<file path="config.mk">
export PLATFORM = sky130hd
export DESIGN_NAME = sap2_core
export DESIGN_NICKNAME = d
export VERILOG_FILES = /design/src/rtl/sap2_pkg.sv /design/src/rtl/sap2_ctrl.sv /design/src/rtl/sap2_core.sv
export SDC_FILE = /design/constraint.sdc
export NUM_CORES = 1
export LEC_CHECK = 0
export CAP_MARGIN = 5
export CELL_PAD_IN_SITES_DETAIL_PLACEMENT = 2
export CELL_PAD_IN_SITES_GLOBAL_PLACEMENT = 2
export CORE_UTILIZATION = 34
export CTS_BUF_LIST = sky130_fd_sc_hd__clkbuf_8
export DETAILED_ROUTE_END_ITERATION = 6
export GPL_ROUTABILITY_DRIVEN = 0
export PLACE_DENSITY_LB_ADDON = 0.1
export SLEW_MARGIN = 20
export SYNTH_ARGS = -nofsm -noshare
export SYNTH_HDL_FRONTEND = slang
export SYNTH_SLANG_ARGS = --single-unit
</file>
<file path="constraint.sdc">
create_clock -name clk -period 6.4 [get_ports clk]
set_input_delay 1.28 -clock clk [delete_from_list [all_inputs] [get_ports clk]]
set_output_delay 1.28 -clock clk [all_outputs]
set_load 0.02 [all_outputs]
</file>
<file path="src/rtl/sap2_pkg.sv">
// Shared definitions for the SAP-2 core: opcodes, FSM states and control-word layout.
package sap2_pkg;

   localparam int unsigned CW_W  = 16;
   localparam int unsigned OPC_W = 4;

   localparam logic [OPC_W-1:0] OP_LDA = 4'h0;
   localparam logic [OPC_W-1:0] OP_ADD = 4'h1;
   localparam logic [OPC_W-1:0] OP_SUB = 4'h2;
   localparam logic [OPC_W-1:0] OP_STA = 4'h3;
   localparam logic [OPC_W-1:0] OP_LDI = 4'h4;
   localparam logic [OPC_W-1:0] OP_JMP = 4'h5;
   localparam logic [OPC_W-1:0] OP_JC  = 4'h6;
   localparam logic [OPC_W-1:0] OP_JZ  = 4'h7;
   localparam logic [OPC_W-1:0] OP_OUT = 4'hE;
   localparam logic [OPC_W-1:0] OP_HLT = 4'hF;

   localparam int unsigned CW_EN_ALU  = 0;
   localparam int unsigned CW_SUB     = 1;
   localparam int unsigned CW_L_AR    = 2;
   localparam int unsigned CW_EN_AR   = 3;
   localparam int unsigned CW_L_OUT   = 4;
   localparam int unsigned CW_L_BR    = 5;
   localparam int unsigned CW_EN_IR   = 6;
   localparam int unsigned CW_L_IR    = 7;
   localparam int unsigned CW_EN_MEM  = 8;
   localparam int unsigned CW_L_MAR   = 9;
   localparam int unsigned CW_EN_PC   = 10;
   localparam int unsigned CW_INC_PC  = 11;
   localparam int unsigned CW_J_PC    = 12;
   localparam int unsigned CW_MEM_WE  = 13;
   localparam int unsigned CW_L_FLAGS = 14;
   localparam int unsigned CW_HLT     = 15;

   typedef enum logic [2:0] {
      F_ADDR,
      F_INC,
      F_IR,
      EX1,
      EX2,
      EX3,
      HALT
   } state_t;

endpackage

</file>
<file path="src/rtl/sap2_ctrl.sv">
// SAP-2 sequencer: state register plus combinational control-word decode.
module sap2_ctrl
   import sap2_pkg::*;
(
   input  logic                 i_clk,
   input  logic                 i_mr,
   input  logic                 i_run,
   input  logic [OPC_W-1:0]     i_opcode,
   input  logic                 i_c,
   input  logic                 i_z,
   output state_t               o_state,
   output logic [CW_W-1:0]      o_cw_c
);

   state_t            r_state;
   state_t            w_next;
   logic [CW_W-1:0]   w_cw;

   always_ff @(posedge i_clk or posedge i_mr) begin
      if (i_mr) r_state <= F_ADDR;
      else      r_state <= w_next;
   end

   always_comb begin
      w_next = r_state;
      w_cw   = '0;
      case (r_state)
         F_ADDR: begin
            w_cw[CW_EN_PC] = 1'b1;
            w_cw[CW_L_MAR] = 1'b1;
            w_next         = F_INC;
         end
         F_INC: begin
            w_cw[CW_INC_PC] = 1'b1;
            w_next          = F_IR;
         end
         F_IR: begin
            w_cw[CW_EN_MEM] = 1'b1;
            w_cw[CW_L_IR]   = 1'b1;
            w_next          = EX1;
         end
         EX1: begin
            w_next = F_ADDR;
            case (i_opcode)
               OP_LDA, OP_ADD, OP_SUB, OP_STA: begin
                  w_cw[CW_EN_IR] = 1'b1;
                  w_cw[CW_L_MAR] = 1'b1;
                  w_next         = EX2;
               end
               OP_LDI: begin
                  w_cw[CW_EN_IR] = 1'b1;
                  w_cw[CW_L_AR]  = 1'b1;
               end
               OP_JMP: begin
                  w_cw[CW_EN_IR] = 1'b1;
                  w_cw[CW_J_PC]  = 1'b1;
               end
               OP_JC: begin
                  w_cw[CW_EN_IR] = i_c;
                  w_cw[CW_J_PC]  = i_c;
               end
               OP_JZ: begin
                  w_cw[CW_EN_IR] = i_z;
                  w_cw[CW_J_PC]  = i_z;
               end
               OP_OUT: begin
                  w_cw[CW_EN_AR] = 1'b1;
                  w_cw[CW_L_OUT] = 1'b1;
               end
               OP_HLT: begin
                  w_cw[CW_HLT] = 1'b1;
                  w_next       = HALT;
               end
               default: ;
            endcase
         end
         EX2: begin
            w_next = F_ADDR;
            case (i_opcode)
               OP_LDA: begin
                  w_cw[CW_EN_MEM] = 1'b1;
                  w_cw[CW_L_AR]   = 1'b1;
               end
               OP_ADD, OP_SUB: begin
                  w_cw[CW_EN_MEM] = 1'b1;
                  w_cw[CW_L_BR]   = 1'b1;
                  w_next          = EX3;
               end
               OP_STA: begin
                  w_cw[CW_EN_AR]  = 1'b1;
                  w_cw[CW_MEM_WE] = 1'b1;
               end
               default: ;
            endcase
         end
         EX3: begin
            w_cw[CW_EN_ALU]  = 1'b1;
            w_cw[CW_SUB]     = (i_opcode == OP_SUB);
            w_cw[CW_L_AR]    = 1'b1;
            w_cw[CW_L_FLAGS] = 1'b1;
            w_next           = F_ADDR;
         end
         HALT: ;
         default: w_next = F_ADDR;
      endcase
      // Hold and reset both freeze the machine; reset also kills a pending write strobe.
      if (!i_run || i_mr) begin
         w_cw   = '0;
         w_next = r_state;
      end
   end

   assign o_state = r_state;
   assign o_cw_c  = w_cw;

endmodule

</file>
<file path="src/rtl/sap2_core.sv">
// SAP-2 CPU core: datapath registers, ALU and single-driver internal bus around sap2_ctrl.
module sap2_core
   import sap2_pkg::*;
#(
   parameter int unsigned DATA_W = 8,
   parameter int unsigned ADDR_W = 4
) (
   input  logic                 clk,
   input  logic                 mr,
   input  logic                 run,
   output logic [ADDR_W-1:0]    mem_addr,
   input  logic [DATA_W-1:0]    mem_rdata,
   output logic [DATA_W-1:0]    mem_wdata,
   output logic                 mem_we,
   output logic [DATA_W-1:0]    display,
   output logic                 halted,
   output logic [DATA_W-1:0]    debug_bus,
   output logic [CW_W-1:0]      debug_cw
);

   logic [ADDR_W-1:0]  r_pc;
   logic [ADDR_W-1:0]  r_mar;
   logic [OPC_W-1:0]   r_opc;
   logic [ADDR_W-1:0]  r_opnd;
   logic [DATA_W-1:0]  r_a;
   logic [DATA_W-1:0]  r_b;
   logic [DATA_W-1:0]  r_out;
   logic               r_c;
   logic               r_z;

   logic [CW_W-1:0]    w_cw;
   state_t             w_state;
   logic [DATA_W-1:0]  w_bus;
   logic [DATA_W-1:0]  w_b_op;
   logic [DATA_W:0]    w_alu;

   sap2_ctrl u_ctrl (
      .i_clk    (clk),
      .i_mr     (mr),
      .i_run    (run),
      .i_opcode (r_opc),
      .i_c      (r_c),
      .i_z      (r_z),
      .o_state  (w_state),
      .o_cw_c   (w_cw)
   );

   // Subtract is A + ~B + 1, so carry-out means "no borrow".
   assign w_b_op = w_cw[CW_SUB] ? ~r_b : r_b;
   assign w_alu  = {1'b0, r_a} + {1'b0, w_b_op} + (DATA_W+1)'(w_cw[CW_SUB]);

   always_comb begin
      w_bus = '0;
      if      (w_cw[CW_EN_PC])  w_bus = DATA_W'(r_pc);
      else if (w_cw[CW_EN_IR])  w_bus = DATA_W'(r_opnd);
      else if (w_cw[CW_EN_MEM]) w_bus = mem_rdata;
      else if (w_cw[CW_EN_AR])  w_bus = r_a;
      else if (w_cw[CW_EN_ALU]) w_bus = w_alu[DATA_W-1:0];
   end

   always_ff @(posedge clk or posedge mr) begin
      if (mr) begin
         r_pc   <= '0;
         r_mar  <= '0;
         r_opc  <= '0;
         r_opnd <= '0;
         r_a    <= '0;
         r_b    <= '0;
         r_out  <= '0;
         r_c    <= 1'b0;
         r_z    <= 1'b0;
      end else begin
         if (w_cw[CW_INC_PC])     r_pc  <= r_pc + ADDR_W'(1);
         else if (w_cw[CW_J_PC])  r_pc  <= w_bus[ADDR_W-1:0];
         if (w_cw[CW_L_MAR])      r_mar <= w_bus[ADDR_W-1:0];
         if (w_cw[CW_L_IR]) begin
            r_opc  <= w_bus[DATA_W-1 -: OPC_W];
            r_opnd <= w_bus[ADDR_W-1:0];
         end
         if (w_cw[CW_L_AR])       r_a   <= w_bus;
         if (w_cw[CW_L_BR])       r_b   <= w_bus;
         if (w_cw[CW_L_OUT])      r_out <= w_bus;
         if (w_cw[CW_L_FLAGS]) begin
            r_c <= w_alu[DATA_W];
            r_z <= (w_alu[DATA_W-1:0] == '0);
         end
      end
   end

   assign mem_addr  = r_mar;
   assign mem_wdata = r_a;
   assign mem_we    = w_cw[CW_MEM_WE];
   assign display   = r_out;
   assign halted    = (w_state == HALT);
   assign debug_bus = w_bus;
   assign debug_cw  = w_cw;

endmodule

</file>
==> metrics <==
Num Clock Sinks between 40 and 50; Final setup viols 0; CTS tree built; Mean Syn Cell Area ~8.9 um2; Worst slew margin about 48%; endpoint type of the worst setup path primary output; leading area contributor after synthesis dfrtp_1; # rows 32; maximum fanout along the worst path 5; routed len/inst ~21 um; slowest CP cell clkdlybuf4s50_1; vias in the first global route around 2800; Global Route Usage Sum 23.5%; CTS root buf clkbuf_8; Hold Path End display[4]; post-synth cell types 60; Startpoint Class input pin; ys flop type dfrtp_1; Worst-Skew Late Latency a little over 0.3 ns; DRC 0; CTS Hold Bufs 0; Core Region 7850 um2; final setup slack of the worst path between 0.2 and 0.3 ns; hold path startpoint display[4]; RSZ-0062 raised after global routing false; total wire length between 9000 and 10000 um; diode count 0; critical path type in -> out; sequential cell area fraction in the yosys report roughly 40%; reg2reg end mem_wdata[7]; drt first pass iters 6; Syn Inst Count roughly 310; maximum vdd drop 147 uV; worst reg2reg startpoint u_ctrl.o_state[2]; area grow syn2layout 29.9%; Antenna Nets Post-Route 0; fill cell count just under 900; # nets final slightly below 400; starting density of the core a little over a third; hold depth 2; DP Cell Count about 460; PortBufs 56; Max-cap violations 0; die height ~93 um; vias per cell 5.68; Max Buffers Root-to-Sink 2; first-pass GRT wire length 15500 um; leak pwr ~1.7 nW; worst reg-to-reg setup slack between 2 and 3 ns; crit-path most repeated cell clkdlybuf4s50_1; Die ar. around 8600 um2; I/O pins 57; pwr dens between 300 and 400 nW/um2; EDFF count, synth 0; maximum clock frequency 163 MHz; synthesis warning total 0; CP arrival ~4.8 ns; top post-synthesis cells by area dfrtp_1 (40%), nand2_1 (6.1%), ha_1 (3.6%); Compound-Gate Fraction of Synth Area between 10% and 20%; Hold Fails Final Rpt 0; Post-Syn Area 2790 um2; Num CTS Buffers 5; post-layout util roughly 46%; GR Overflow Total 0; commonest cells in the netlist dfrtp_1 (45), nand2_1 (45), nor2_1 (22); Post-synth ARST share 100%; initial antenna violation count 0; Worst-path clk slew 0.09 ns; final cell count without fillers around 470; hpwl dp around 7200 um; Adder-Cell Fraction of Synth Area under 10%; crit share post-route approximately 96%; Post-Synth XOR/XNOR Area under 10%; minimum clock period 6.12 ns; Post-Place Worst Slack -0.133 ns; largest family of logic cells by synthesized area simple AND/OR/NAND/NOR gates; DR vias approximately 2700; r2r worst-path depth 11; Synth Area in Simple Gates a little over a fifth; min-delay worst type reg -> reg; H-tree depth 2; Final Power 1.30 mW; Final Max Tran Viols 0; status complete, no violations; worst endpoint required time a little over 5 ns; Worst Skew about 0.0099 ns; worst-margin pin slew around 0.78 ns; CP cell instances clkdlybuf4s50_1 -> and3b_1 -> and3_1 -> buf_4 -> xor2_1 -> ha_1 -> nor4bb_1 -> and4_1 -> o41a_1 -> nand4_1 -> a41oi_1 -> clkdlybuf4s50_1; Syn Nets between 300 and 400; multiplexer share of the synthesized area under 10%; DIE WIDTH slightly above 90 um; largest stage delay on the critical path 0.64 ns; drt initial violations 176; pin count of the biggest net entering global routing between 40 and 50; post-synth top area share 40.4%; share of cells above drive strength 1 around a tenth; hold slack around 0.49 ns; Synth Register Bits 45
worst max path at each step:
stage,depth (start not counted),startpoint,endpoint
2_1_floorplan,11,mr,debug_bus[6]
3_3_place_gp,14,run,debug_bus[6]
3_5_place_dp,14,run,debug_bus[6]
4_1_cts,14,run,debug_bus[6]
5_1_grt,12,run,debug_bus[5]
6_report,12,run,debug_bus[5]
cell families (layout without fill, tap and decap cells):
| group | after synthesis | count (layout) |
|---|---|---|
| AOI/OAI and AO/OA | 79 | 79 |
| xor gates and xnor gates | 14 | 14 |
| adders and majority gates | 9 | 9 |
| buffers and inverters | 34 | 91 |
| DFF | 45 | 45 |
| muxes | 12 | 12 |
| and+or+nand+nor | 120 | 120 |
per-layer routing:
metal | routed length, um | vias to the layer above | share of wire [%] | track usage, %
li1 | - | 1233 | - | -
met1 | 4630 | 1385 | 48 | 32.0
met2 | 4730 | 57 | 49 | 40.2
met3 | 283 | 7 | 2.9 | 2.87
met4 | 75 | 0 | 0.77 | 4.43
met5 | 0 | - | 0 | 0
what timing repair did:
item | CTS | global route
endpoints found under the setup margin | 1 | 3
buffers inserted | 0 | 0
gates resized for setup | 2 | 5
placed cells by master (no fill, tap or decap), types with 3 or more instances in the layout:
cell | synthesis | final
clkdlybuf4s50_1 | 0 | 54
nand2_1 | 45 | 45
dfrtp_1 | 45 | 45
nor2_1 | 22 | 22
o21ai_0 | 17 | 16
inv_1 | 14 | 13
a21oi_1 | 12 | 12
xor2_1 | 11 | 11
buf_4 | 2 | 11
o21ai_1 | 8 | 9
ha_1 | 8 | 8
nand3_1 | 7 | 7
and3_1 | 7 | 7
mux2_2 | 6 | 6
nor3_1 | 6 | 6
clkbuf_8 | 0 | 6
nand2b_1 | 5 | 5
mux2i_1 | 5 | 5
nor2b_1 | 5 | 5
a21o_1 | 5 | 5
or3_1 | 4 | 4
nand4_1 | 4 | 4
nand3b_1 | 3 | 3
o21a_1 | 3 | 3
xnor2_1 | 3 | 3
flip-flops by register name (all words and copies together), names as in the netlist:
name / cells
display: 8
mem_addr: 4
mem_wdata: 8
r_b: 8
r_c: 1
r_opc: 4
r_opnd: 4
r_pc: 4
r_z: 1
u_ctrl.o_state: 3
metrics by stage:
step	setup TNS, ns	instance area, um2
2_1_floorplan	0	2790
3_3_place_gp	0	3480
3_5_place_dp	-0.133	3480
4_1_cts	0	3610
5_1_grt	0	3620
6_report	0	3620
where the power goes:
group | internal, mW | switching, mW
registers | 0.367 | 0.136
logic | 0.254 | 0.304
clock network | 0.127 | 0.107
total | 0.748 | 0.548
layout make-up:
| class | count | area [um2] | share of cell area (%) |
|---|---|---|---|
| timing repair buffer | 67 | 648 | 17.9 |
| tap | 102 | 128 | 3.52 |
| inverter | 16 | 60.1 | 1.66 |
| clock buffer | 6 | 82.6 | 2.28 |
| clock inverter | 2 | 37.5 | 1.04 |
| sequential | 45 | 1130 | 31.1 |
| multi-input combinational | 234 | 1540 | 42.6 |
worst max-delay path: cells and delay by family:
| kind | cells | cell delay [ns] |
|---|---|---|
| and+or+nand+nor | 5 | 1.29 |
| buffers and inverters | 3 | 1.33 |
| adders and majority gates | 1 | 0.38 |
| AOI/OAI and AO/OA | 2 | 0.49 |
| xor gates and xnor gates | 1 | 0.06 |
No activity file was read; power rests on OpenSTA's default activity.
